**src/rtl/regfile_pkg.sv**
```systemverilog
// rtl/regfile_pkg.sv - shared types and helpers for the multi-read-port register file
//
// Purpose : state encoding for the clear engine, depth and byte-count helpers.
// Ports   : none (package).
// Options : REGFILE_BYPASS_EN (used by regfile_mp) enables same-cycle write forwarding.

package regfile_pkg;

  typedef enum logic {
    ST_CLEAR = 1'b0,
    ST_READY = 1'b1
  } state_t;

  localparam int BYTE_BITS = 8;

  function automatic int calc_depth(input int addr_width);
    return 1 << addr_width;
  endfunction

  function automatic int bytes_per_word(input int data_width);
    return data_width / BYTE_BITS;
  endfunction

endpackage

```
**src/rtl/regfile_clear_fsm.sv**
```systemverilog
// rtl/regfile_clear_fsm.sv - sequential clear engine for the register file
//
// Purpose : walks clr_addr_o over every entry after reset or on clear_i and
//           raises clr_we_o while doing so; busy_o marks the CLEAR state.
// Ports   : clk, rst (async, active-high), clear_i (sampled only in READY),
//           busy_o, clr_we_o, clr_addr_o[ADDR_WIDTH-1:0].
// Options : none.

module regfile_clear_fsm
  import regfile_pkg::*;
#(
  parameter int ADDR_WIDTH = 5
) (
  input  logic                  clk,
  input  logic                  rst,
  input  logic                  clear_i,
  output logic                  busy_o,
  output logic                  clr_we_o,
  output logic [ADDR_WIDTH-1:0] clr_addr_o
);

  state_t                r_state;
  logic [ADDR_WIDTH-1:0] r_cnt;
  logic                  r_busy;

  always_ff @(posedge clk or posedge rst) begin
    if (rst) begin
      r_state <= ST_CLEAR;
      r_cnt   <= '0;
      r_busy  <= 1'b1;
    end else begin
      case (r_state)
        ST_CLEAR: begin
          // The last entry (all-ones address) is zeroed on this edge.
          if (r_cnt == '1) begin
            r_state <= ST_READY;
            r_cnt   <= '0;
            r_busy  <= 1'b0;
          end else begin
            r_cnt <= r_cnt + 1'b1;
          end
        end
        ST_READY: begin
          if (clear_i) begin
            r_state <= ST_CLEAR;
            r_cnt   <= '0;
            r_busy  <= 1'b1;
          end
        end
        default: begin
          r_state <= ST_CLEAR;
          r_cnt   <= '0;
          r_busy  <= 1'b1;
        end
      endcase
    end
  end

  assign busy_o     = r_busy;
  assign clr_we_o   = r_busy;
  assign clr_addr_o = r_cnt;

endmodule

```
**src/rtl/regfile_mp.sv**
```systemverilog
// rtl/regfile_mp.sv - parametrised multi-read-port register file with clear engine
//
// Purpose : DEPTH x DATA_WIDTH array, one byte-enabled write port, NUM_READ
//           combinational read ports, optional hardwired zero register.
// Ports   : clk, rst (async, active-high), clear_i, busy_o,
//           wr_en_i, wr_addr_i, wr_be_i, wr_data_i,
//           rd_addr_i[NUM_READ*ADDR_WIDTH], rd_data_o[NUM_READ*DATA_WIDTH].
// Options : REGFILE_BYPASS_EN - forward the current write into matching reads.

module regfile_mp
  import regfile_pkg::*;
#(
  parameter int DATA_WIDTH = 32,
  parameter int ADDR_WIDTH = 5,
  parameter int NUM_READ   = 2,
  parameter int ZERO_REG   = 1
) (
  input  logic                           clk,
  input  logic                           rst,
  input  logic                           clear_i,
  output logic                           busy_o,
  input  logic                           wr_en_i,
  input  logic [ADDR_WIDTH-1:0]          wr_addr_i,
  input  logic [DATA_WIDTH/8-1:0]        wr_be_i,
  input  logic [DATA_WIDTH-1:0]          wr_data_i,
  input  logic [NUM_READ*ADDR_WIDTH-1:0] rd_addr_i,
  output logic [NUM_READ*DATA_WIDTH-1:0] rd_data_o
);

  localparam int DEPTH  = calc_depth(ADDR_WIDTH);
  localparam int NBYTES = bytes_per_word(DATA_WIDTH);

  logic [DATA_WIDTH-1:0] r_mem [DEPTH];

  logic                  w_busy;
  logic                  w_clr_we;
  logic [ADDR_WIDTH-1:0] w_clr_addr;
  logic                  w_wr_zero;
  logic                  w_wr_ok;

  regfile_clear_fsm #(
    .ADDR_WIDTH (ADDR_WIDTH)
  ) u_clear_fsm (
    .clk        (clk),
    .rst        (rst),
    .clear_i    (clear_i),
    .busy_o     (w_busy),
    .clr_we_o   (w_clr_we),
    .clr_addr_o (w_clr_addr)
  );

  assign busy_o    = w_busy;
  assign w_wr_zero = (ZERO_REG != 0) && (wr_addr_i == '0);
  // clear_i wins over a same-cycle write; writes while busy are dropped.
  assign w_wr_ok   = wr_en_i && !w_busy && !clear_i && !w_wr_zero;

  // Array has no reset of its own; the clear engine zeroes it after rst.
  always_ff @(posedge clk) begin
    if (w_clr_we) begin
      r_mem[w_clr_addr] <= '0;
    end else if (w_wr_ok) begin
      for (int b = 0; b < NBYTES; b++) begin
        if (wr_be_i[b]) begin
          r_mem[wr_addr_i][b*BYTE_BITS +: BYTE_BITS] <= wr_data_i[b*BYTE_BITS +: BYTE_BITS];
        end
      end
    end
  end

  for (genvar k = 0; k < NUM_READ; k++) begin : g_rd
    logic [ADDR_WIDTH-1:0] w_addr;
    logic [DATA_WIDTH-1:0] w_stored;
    logic [DATA_WIDTH-1:0] w_fwd;
    logic                  w_force_zero;

    assign w_addr   = rd_addr_i[k*ADDR_WIDTH +: ADDR_WIDTH];
    assign w_stored = r_mem[w_addr];

`ifdef REGFILE_BYPASS_EN
    // Byte-wise merge of the in-flight write over the stored word.
    always_comb begin
      w_fwd = w_stored;
      if (wr_en_i && (w_addr == wr_addr_i)) begin
        for (int b = 0; b < NBYTES; b++) begin
          if (wr_be_i[b]) begin
            w_fwd[b*BYTE_BITS +: BYTE_BITS] = wr_data_i[b*BYTE_BITS +: BYTE_BITS];
          end
        end
      end
    end
`else
    assign w_fwd = w_stored;
`endif

    // CLEAR forces zero on every port, which also disables forwarding there.
    assign w_force_zero = w_busy || ((ZERO_REG != 0) && (w_addr == '0));
    assign rd_data_o[k*DATA_WIDTH +: DATA_WIDTH] = w_force_zero ? '0 : w_fwd;
  end

endmodule

```
**config.mk**
```make
export PLATFORM = sky130hd
export DESIGN_NAME = regfile_mp
export DESIGN_NICKNAME = d
export VERILOG_FILES = /design/src/rtl/regfile_pkg.sv /design/src/rtl/regfile_clear_fsm.sv /design/src/rtl/regfile_mp.sv
export SDC_FILE = /design/constraint.sdc
export NUM_CORES = 1
export LEC_CHECK = 0
export CAP_MARGIN = 0
export CORE_ASPECT_RATIO = 0.9
export CORE_MARGIN = 5
export CORE_UTILIZATION = 60
export CTS_CLUSTER_SIZE = 14
export DETAILED_ROUTE_END_ITERATION = 8
export PLACE_DENSITY = 0.75
export SLEW_MARGIN = 5
export SYNTH_ARGS = -nofsm -noshare
export SYNTH_HDL_FRONTEND = slang
export SYNTH_HIERARCHICAL = 1
export SYNTH_SLANG_ARGS = --single-unit
export TNS_END_PERCENT = 20
```
**constraint.sdc**
```tcl
create_clock -name clk -period 4.15 [get_ports clk]
set_clock_uncertainty 0.2 [all_clocks]
set_input_delay 0.83 -clock clk [delete_from_list [all_inputs] [get_ports clk]]
set_output_delay 0.83 -clock clk [all_outputs]
set_load 0.02 [all_outputs]
```
## Yosys cells after proc, flatten, opt, wreduce, memory -nomap -nowiden

Memory sizes are Yosys's and may differ from the RTL's.
Cells that the tools add are included.
W data, S select, Z words.

| word-level totals | value |
|---|---|
| bits in registers | 7 |
| memory bits (writable) | 1024 |
| bits of input ports | 55 |
| output and inout port bits | 65 |
| memories kept | 1 |

Memory list:

| name | words | width | rd ports | clocked after memory_dff | wr ports | RTL line | source |
|---|---|---|---|---|---|---|---|
| r_mem | 32 | 32 | 2 | 0 | 1 | regfile_mp.sv:33 | `logic [DATA_WIDTH-1:0] r_mem [DEPTH];` |

| operators by class | value |
|---|---|
| add/sub/neg operators | 1 |
| equality and inequality tests | 3 |
| mux-type cells | 32 |
| bitwise operators | 1 |
| reduce and logical (&&, ||, !) cells | 13 |

Operators by type and width:

| operator | count |
|---|---|
| $mux W32 | 3 |
| $reduce_or A32 Y1 | 1 |
| $mux W1 | 22 |
| $logic_not A5 Y1 | 3 |
| $mux W5 | 3 |
| $pmux W5 S2 | 1 |
| $add A5 B1 Y5 const B | 1 |
| $eq A5 B5 Y1 const B | 1 |
| $mux W4 | 1 |
| $pmux W1 S2 | 2 |
| $logic_and A1 B1 Y1 | 3 |
| $logic_not A1 Y1 | 3 |
| $logic_or A1 B1 Y1 | 2 |
| $ne A2 B1 Y1 const B | 1 |
| $ne A2 B2 Y1 const B | 1 |
| $reduce_and A2 Y1 | 1 |
| $not A1 Y1 | 1 |

## Longest topological paths before layout

Gate-level depths: netlist of run 1.

| depth | value |
|---|---|
| word-level depth | 9 |
| gate-level depth with buffers | 9 |
| gate-level depth less buffers | 6 |

## Modules after synthesis

The synthesis of run 1 kept the hierarchy.

Modules (own cells, without submodules):

| module | instances | cells an instance | area each (um^2) |
|---|---|---|---|
| regfile_mp | 1 | 2571 | 48776.8 |
| regfile_clear_fsm | 1 | 33 | 340.3 |

## Least setup slack after synthesis of run 1

Ideal clock, no wire load.

| timing path | value |
|---|---|
| path type | input port to output port |
| start | input port rd_addr_i[5] |
| end | output port rd_data_o[43] |
| arrival time | 2.601 ns |
| data required time | 3.120 ns |
| slack | 0.519 ns |
| stages on the path | 9 |
| buffers on the path | 4 |
| cell sequence | buf_4 > buf_4 > buf_2 > nand2_1 > buf_2 > o22ai_1 > nor3_1 > nor3_1 > a211oi_1 |

| between the ends | value |
|---|---|
| longest elaborated chain between the ends | 3 |

RTL lines:

| what | RTL line | source |
|---|---|---|
| start: declaration | regfile_mp.sv:26 | `input logic [NUM_READ*ADDR_WIDTH-1:0] rd_addr_i,` |
| parallel branches: the longest is 2 deep, another holds $mem_v2 Z32 W32 | -- |  |
| $mux W32 * | regfile_mp.sv:97 | `assign rd_data_o[k*DATA_WIDTH +: DATA_WIDTH] = w_force_zero ? '0 : w_fwd;` |
| end: declaration | regfile_mp.sv:27 | `output logic [NUM_READ*DATA_WIDTH-1:0] rd_data_o` |

Mark *: on every way between the ends.

## Worst setup path after layout of run 1

| timing path | value |
|---|---|
| start | input port rd_addr_i[0] |
| end | output port rd_data_o[11] |

The elaborated chain is that of the path after synthesis.

==> metrics.csv, run 1 <==
metric;value;unit
status;finished with violations;
violations;setup timing;
hold_buffers;0;
rsz0062_at_grt;true;
synth_cells;2604;
hold_class;in -> async;
cts-htree-levels;3;
layout_min_cycle_time;4.32;ns
wl_per_cell;34.7;µm
die-area;0.0877;mm²
final_layout_size_suffix_gt1_share;39.7;%
synthXorXnorAreaFrac;0;%
dpl-instance-area;0.0550;mm²
worst-setup-path-type;in -> out;
power_density;478;mW/mm²
ys_seq_area_share;63.0;%
antenna_found_initial;4;
worst_pin_slew;1.29;ns
clk_latency;0.66;ns
synth_area;0.0491;mm²
synthTopCellsByCount;edfxtp_1, mux4_2, mux2i_1;
synth.most_common_cell;edfxtp_1;
final-hold-violation-count;0;
setup_ws;-0.171;ns
pin_count;120;
yosysTopAreaCell;edfxtp_1;
ant_nets;0;
r2r-end;r_mem[11][27]$_DFFE_PP_;
setup_viol;2;
synth_area_leaders;edfxtp_1, mux4_2, mux2i_1;
vdd_drop_max;0.577;mV
cts_tree;built;
reg2reg_slack;0.96;ns
area_growth;19.0;%
grt.total_usage;33.2;%
numCtsBuffers;99;
reg2reg_from;u_clear_fsm/busy_o$_DFFE_PP1P_;
synth_top_area_share;62.6;%
synth-edff-count;1024;
drc;0;
vias;31100;
startpoint_type;input port;
io_buffers;119;
finalMaxSlewViolations;0;
num_rows;99;
initial_core_util;60.5;%
reg2reg_depth;7;
worstPathCellList;buf_8 -> buf_12 -> mux4_2 -> mux2i_1 -> o22a_1 -> o221ai_1 -> buf_4 -> clkdlybuf4s50_1;
die_h;281;µm
die_x;312;µm
final_cell_area;0.0585;mm²
overflow;0;
required;3.12;ns
cp_max_fo;18;
maxSlewHeadroom;14.1;%
gp_congestion;0.929;
end_kind;output pin;
pre_cts_ws;-0.667;ns
ys.warnings.count;6;
setup_tns;-0.186;ns
firstDrtPassIters;8;
place_inst;4031;
synth_seq_cells;1031;
synthFlopType;edfxtp_1;
synth_top_family_by_area;multiplexers;
avgSynthCellArea;18.9;µm²
routed_wl;146;mm
ys_types;56;
final_core_util;72.1;%
dp_hpwl;96.7;mm
root_buffer;clkbuf_16;
synth-compound-area-share;5.01;%
core;0.0811;mm²
synthMuxAreaShare;25.9;%
vias_per_cell;7.38;
clockBufferDepth;3;
synth-simple-area-share;3.59;%
path_clk_slew;0.06;ns
post-cts-setup-buffers;0;
drt-initial-drc-count;4431;
timing.final.crit_share;104;%
grt_max_degree;54;
synth_adder_area_share;0.0509;%
max_freq;0.231;GHz
syn_nets;2661;
slowest_delay;0.54;ns
maxCapViolCount;0;
grt_pass1_wl;214;mm
cts.sinks;1031;
async_flop_share;0.679;%
layout.nets;3129;
worstPathArrival;3.29;ns
instances_no_fill;4207;
worst_path_max_delay_cell;clkdlybuf4s50_1;
leakagePower;20.2;nW
first_global_vias;31800;
## worst max-delay path, delay by kind of cell
kind | cells | cell delay, ns
buf+inv | 4 | 1.20
mux | 2 | 0.80
compound gates | 2 | 0.42
## worst max-delay path by stage
| stage | start | endpoint | slack (ns) | depth (start not counted) |
|---|---|---|---|---|
| 2_1_floorplan | rd_addr_i[5] | rd_data_o[43] | 0.52 | 9 |
| 3_3_place_gp | rd_addr_i[5] | rd_data_o[63] | -0.71 | 8 |
| 3_5_place_dp | rd_addr_i[5] | rd_data_o[63] | -0.67 | 8 |
| 4_1_cts | rd_addr_i[6] | rd_data_o[49] | -0.15 | 10 |
| 5_1_grt | rd_addr_i[0] | rd_data_o[11] | -0.17 | 8 |
| 6_report | rd_addr_i[0] | rd_data_o[11] | -0.17 | 8 |
## per-layer routing
| metal | wire, µm | share of wire, % | up-vias | track usage [%] |
|---|---|---|---|---|
| li1 | - | - | 12200 | - |
| met3 | 18600 | 13 | 404 | 9.42 |
| met4 | 6180 | 4.2 | 6 | 12.5 |
| met1 | 52000 | 36 | 16000 | 45.3 |
| met5 | 69 | 0.047 | - | 0.317 |
| met2 | 69100 | 47 | 2456 | 52.2 |
## cells by family after synthesis
kind of cell               count (synthesis)
DFF                                     1031
muxes                                    724
AOI/OAI and AO/OA                        317
and+or+nand+nor                          285
buffers and inverters                    245
adders and majority gates                  2
## layout by cell type, fill, tap and decap left out, drive strengths merged, types with 34 or more instances in the layout
cell / Yosys / routed
edfxtp: 1024 / 1024
buf: 143 / 502
mux4: 430 / 430
mux2i: 238 / 238
nor3: 166 / 166
clkbuf: 91 / 125
o221ai: 60 / 60
mux2: 56 / 56
clkdlybuf4s50: 0 / 48
a211oi: 46 / 46
dlygate4sd2: 0 / 42
clkinv: 0 / 37
a21oi: 36 / 36
o22ai: 35 / 35
and3: 34 / 34
## where the power goes
part           total [mW]  internal, mW  switching [mW]
combinational        6.03          2.38            3.65
clock                8.85          5.01            3.84
sequential           13.0          12.5           0.529
total                27.9          19.9            8.02
## sequential cells by signal, indices dropped and copies added (netlist names)
| name | count |
|---|---|
| u_clear_fsm/busy_o | 1 |
| r_mem | 1024 |
| u_clear_fsm/clr_addr_o | 5 |
| u_clear_fsm/r_state | 1 |
## repair_timing
| item | in CTS | in global routing |
|---|---|---|
| pin swaps | 0 | 0 |
| resized for setup | 110 | 22 |
| endpoints found under the setup margin | 58 | 22 |
## through the flow
stage          total power [mW]  hold WS (ns)
2_1_floorplan              16.3         0.288
3_3_place_gp               18.8         0.359
3_5_place_dp               19.1         0.370
4_1_cts                    27.8         0.199
5_1_grt                    28.7         0.228
6_report                   27.9         0.227
## final cells by class
class | count | area, µm²
antenna | 1 | 2.50
clock buffer | 125 | 2660
clock inverter | 50 | 448
fill | 4781 | 22700
inverter | 11 | 41.3
multi-input combinational | 1328 | 17400
sequential | 1031 | 30900
tap | 1060 | 1330
timing repair buffer | 601 | 5700
Power figures use the tool's default switching activity.
==> run 2, diff against run 1 <==
--- a/config.mk
+++ b/config.mk
@@ -9,10 +9,11 @@
 export CORE_ASPECT_RATIO = 0.9
 export CORE_MARGIN = 5
 export CORE_UTILIZATION = 60
+export CTS_BUF_LIST = sky130_fd_sc_hd__clkbuf_4
 export CTS_CLUSTER_SIZE = 14
 export DETAILED_ROUTE_END_ITERATION = 8
 export PLACE_DENSITY = 0.75
-export SLEW_MARGIN = 5
+export SLEW_MARGIN = 20
 export SYNTH_ARGS = -nofsm -noshare
 export SYNTH_HDL_FRONTEND = slang
 export SYNTH_HIERARCHICAL = 1
==> metrics.csv, run 2 (synthesis results as in run 1) <==
metric;value;unit;change
status;finished with violations;;unchanged
violations;setup timing;;unchanged
wl_per_cell;32.5;µm;was 34.7 µm
numCtsBuffers;277;;was 99
antenna_found_initial;5;;was 4
clk_latency;1.11;ns;was 0.66 ns
reg2reg_slack;0.73;ns;was 0.96 ns
instances_no_fill;4477;;was 4,207
cts.sinks;1031;;unchanged
maxCapViolCount;0;;unchanged
area_growth;19.3;%;was 19.0%
maxSlewHeadroom;31.2;%;was 14.1%
required;3.12;ns;about the same
dp_hpwl;96.7;mm;unchanged
max_freq;0.239;GHz;was 0.231 GHz
critPathLaunch;u_clear_fsm/busy_o$_DFFE_PP1P_;;was rd_addr_i[0]
startpoint_type;flip-flop;;was input port
worst_path_max_delay_cell;dfstp_4;;was clkdlybuf4s50_1
final_layout_size_suffix_gt1_share;45.4;%;was 39.7%
worstPathCellList;nor2_2 -> o311ai_4 -> buf_12 -> buf_4 -> o22a_1 -> o221ai_1 -> clkdlybuf4s15_1;;was buf_8 -> buf_12 -> mux4_2 -> mux2i_1 -> o22a_1 -> o221ai_1 -> buf_4 -> clkdlybuf4s50_1
hold_class;in -> reg;;was in -> async
swShare;30.0;%;was 28.7%
worstHoldStart;clear_i;;
clockBufferDepth;4;;was 3
finalMaxSlewViolations;0;;unchanged
overflow;0;;unchanged
leakagePower;20.4;nW;was 20.2 nW
cp_top_family;buffers and inverters;;unchanged
die_x;312;µm;unchanged
p_switching;8.20;mW;was 8.02 mW
fin_hold_ws;0.304;ns;was 0.227 ns
reg2reg_from;u_clear_fsm/busy_o$_DFFE_PP1P_;;unchanged
root_buffer;clkbuf_4;;was clkbuf_16
num_rows;99;;unchanged
slowest_delay;0.70;ns;was 0.54 ns
largest_register_ffs;1024;;unchanged
use_met3;9.19;%;was 9.42%
r2r-end;r_mem[8][27]$_DFFE_PP_;;was r_mem[11][27]$_DFFE_PP_
die_h;281;µm;unchanged
cp_max_fo;16;;was 18
grt.met1_usage;44.8;%;was 45.3%
gp_congestion;0.929;;unchanged
grt_max_degree;54;;unchanged
final_cell_mix;edfxtp_1, mux4_2, buf_4;;unchanged
comb_power_share;22.2;%;was 21.6%
rsz0062_at_grt;true;;unchanged
power;27.3;mW;was 27.9 mW
first_global_vias;33100;;was 31,800
busiest_layer;met2;;unchanged
use_met2;51.9;%;was 52.2%
cts_tree;built;;unchanged
top_register;r_mem;;unchanged
place_inst;4031;;unchanged
final_common_cell;edfxtp_1;;unchanged
path_buf_inv;3;;was 4
io_buffers;119;;unchanged
worst_pin_slew;1.03;ns;was 1.29 ns
path_clk_slew;0.07;ns;was 0.06 ns
worstPathArrival;3.16;ns;was 3.29 ns
vdd_drop_max;0.437;mV;was 0.577 mV
initial_core_util;60.5;%;unchanged
p_int;19.1;mW;was 19.9 mW
crit_path_end;rd_data_o[22];;was rd_data_o[11]
drt-initial-drc-count;4509;;was 4,431
power_density;466;mW/mm²;was 478 mW/mm²
vias;31800;;was 31,100
grt_pass1_wl;214;mm;about the same
cts-htree-levels;5;;was 3
grt.total_usage;33.1;%;was 33.2%
reg2reg_depth;8;;was 7
routed_wl;146;mm;about the same
pin_count;120;;unchanged
setup_ws;-0.0386;ns;was -0.171 ns
core;0.0811;mm²;unchanged
drc;0;;unchanged
timing.final.crit_share;101;%;was 104%
ant_nets;0;;unchanged
firstDrtPassIters;5;;was 8
layout.nets;3313;;was 3,129
final-hold-violation-count;0;;unchanged
layout_min_cycle_time;4.19;ns;was 4.32 ns
critical_path_depth;7;;was 8
p_clk_share;30.2;%;was 31.7%
p_seq_share;47.6;%;was 46.7%
die-area;0.0877;mm²;unchanged
vias_per_cell;7.10;;was 7.38
worst-setup-path-type;reg -> out;;was in -> out
end_kind;output pin;;unchanged
setup_viol;4;;was 2
[run 2: cell types whose count changed in the layout (fill, tap and decap cells not counted), moves of 8 or more]
cell           previous run  this run
clkbuf_1                 22         0
clkinv_1                 22        49
nor3_1                  117       109
clkbuf_4                  0       369
buf_4                   416       425
nor3_2                   49        57
inv_2                     0         8
dlygate4sd2_1            42        25
clkbuf_16               103         0
[run 2: area by class of cell]
type                    count  area (µm²)
flip-flops and latches   1031       30900
fillers                  4844       22500
multi-input cells        1328       17500
repair buffers            607        5670
clock buffers             369        2770
well taps                1060        1330
clock inverters            66         309
inverters                  11        41.3
diodes                      5        12.5
[run 2: routing by layer]
| layer | vias to the layer above | wire (µm) |
|---|---|---|
| met2 | 2505 | 69400 |
| met3 | 359 | 18100 |
| li1 | 12700 | - |
| met5 | - | 184 |
| met1 | 16300 | 52500 |
| met4 | 6 | 5360 |
[run 2: how the worst min path moves through the flow]
stage	to	cells past startpoint
finish	u_clear_fsm/r_state$_DFF_PP0_	2
global route	u_clear_fsm/r_state$_DFF_PP0_	2
CTS	u_clear_fsm/busy_o$_DFFE_PP1P_	3
detailed placement	u_clear_fsm/clr_addr_o[2]$_DFFE_PP0P_	1
global placement	u_clear_fsm/clr_addr_o[0]$_DFFE_PP0P_	1
floorplan	u_clear_fsm/clr_addr_o[2]$_DFFE_PP0P_	1
[run 2: metrics by stage]
step | setup slack (ns) | area (µm²) | setup TNS [ns] | utilization (%)
floorplan | 0.519 | 49100 | 0 | -
finish | -0.0386 | 58600 | -0.108 | 72.2
CTS | -0.302 | 58500 | -1.38 | 72.1
global route | -0.170 | 58600 | -0.618 | 72.2
detailed placement | -0.667 | 55000 | -8.93 | 67.8
global placement | -0.710 | 55000 | -8.24 | 67.8
[run 2: power groups by stage]
stage / Sequential, mW / Clock (mW) / Combinational (mW)
floorplan: 13.0 / 0 / 3.31
global placement: 13.1 / 0 / 5.72
detailed placement: 13.2 / 0 / 5.85
CTS: 13.0 / 8.36 / 5.94
global route: 13.1 / 8.99 / 6.28
finish: 13.0 / 8.25 / 6.06
[run 2: what timing repair did]
action,4_1_cts,5_1_grt
setup buffers,5,1
gates resized for setup,184,38
endpoints found under the hold margin,7,0
endpoints found under the setup margin,64,31
pin swaps,11,6
hold buffers,1,0
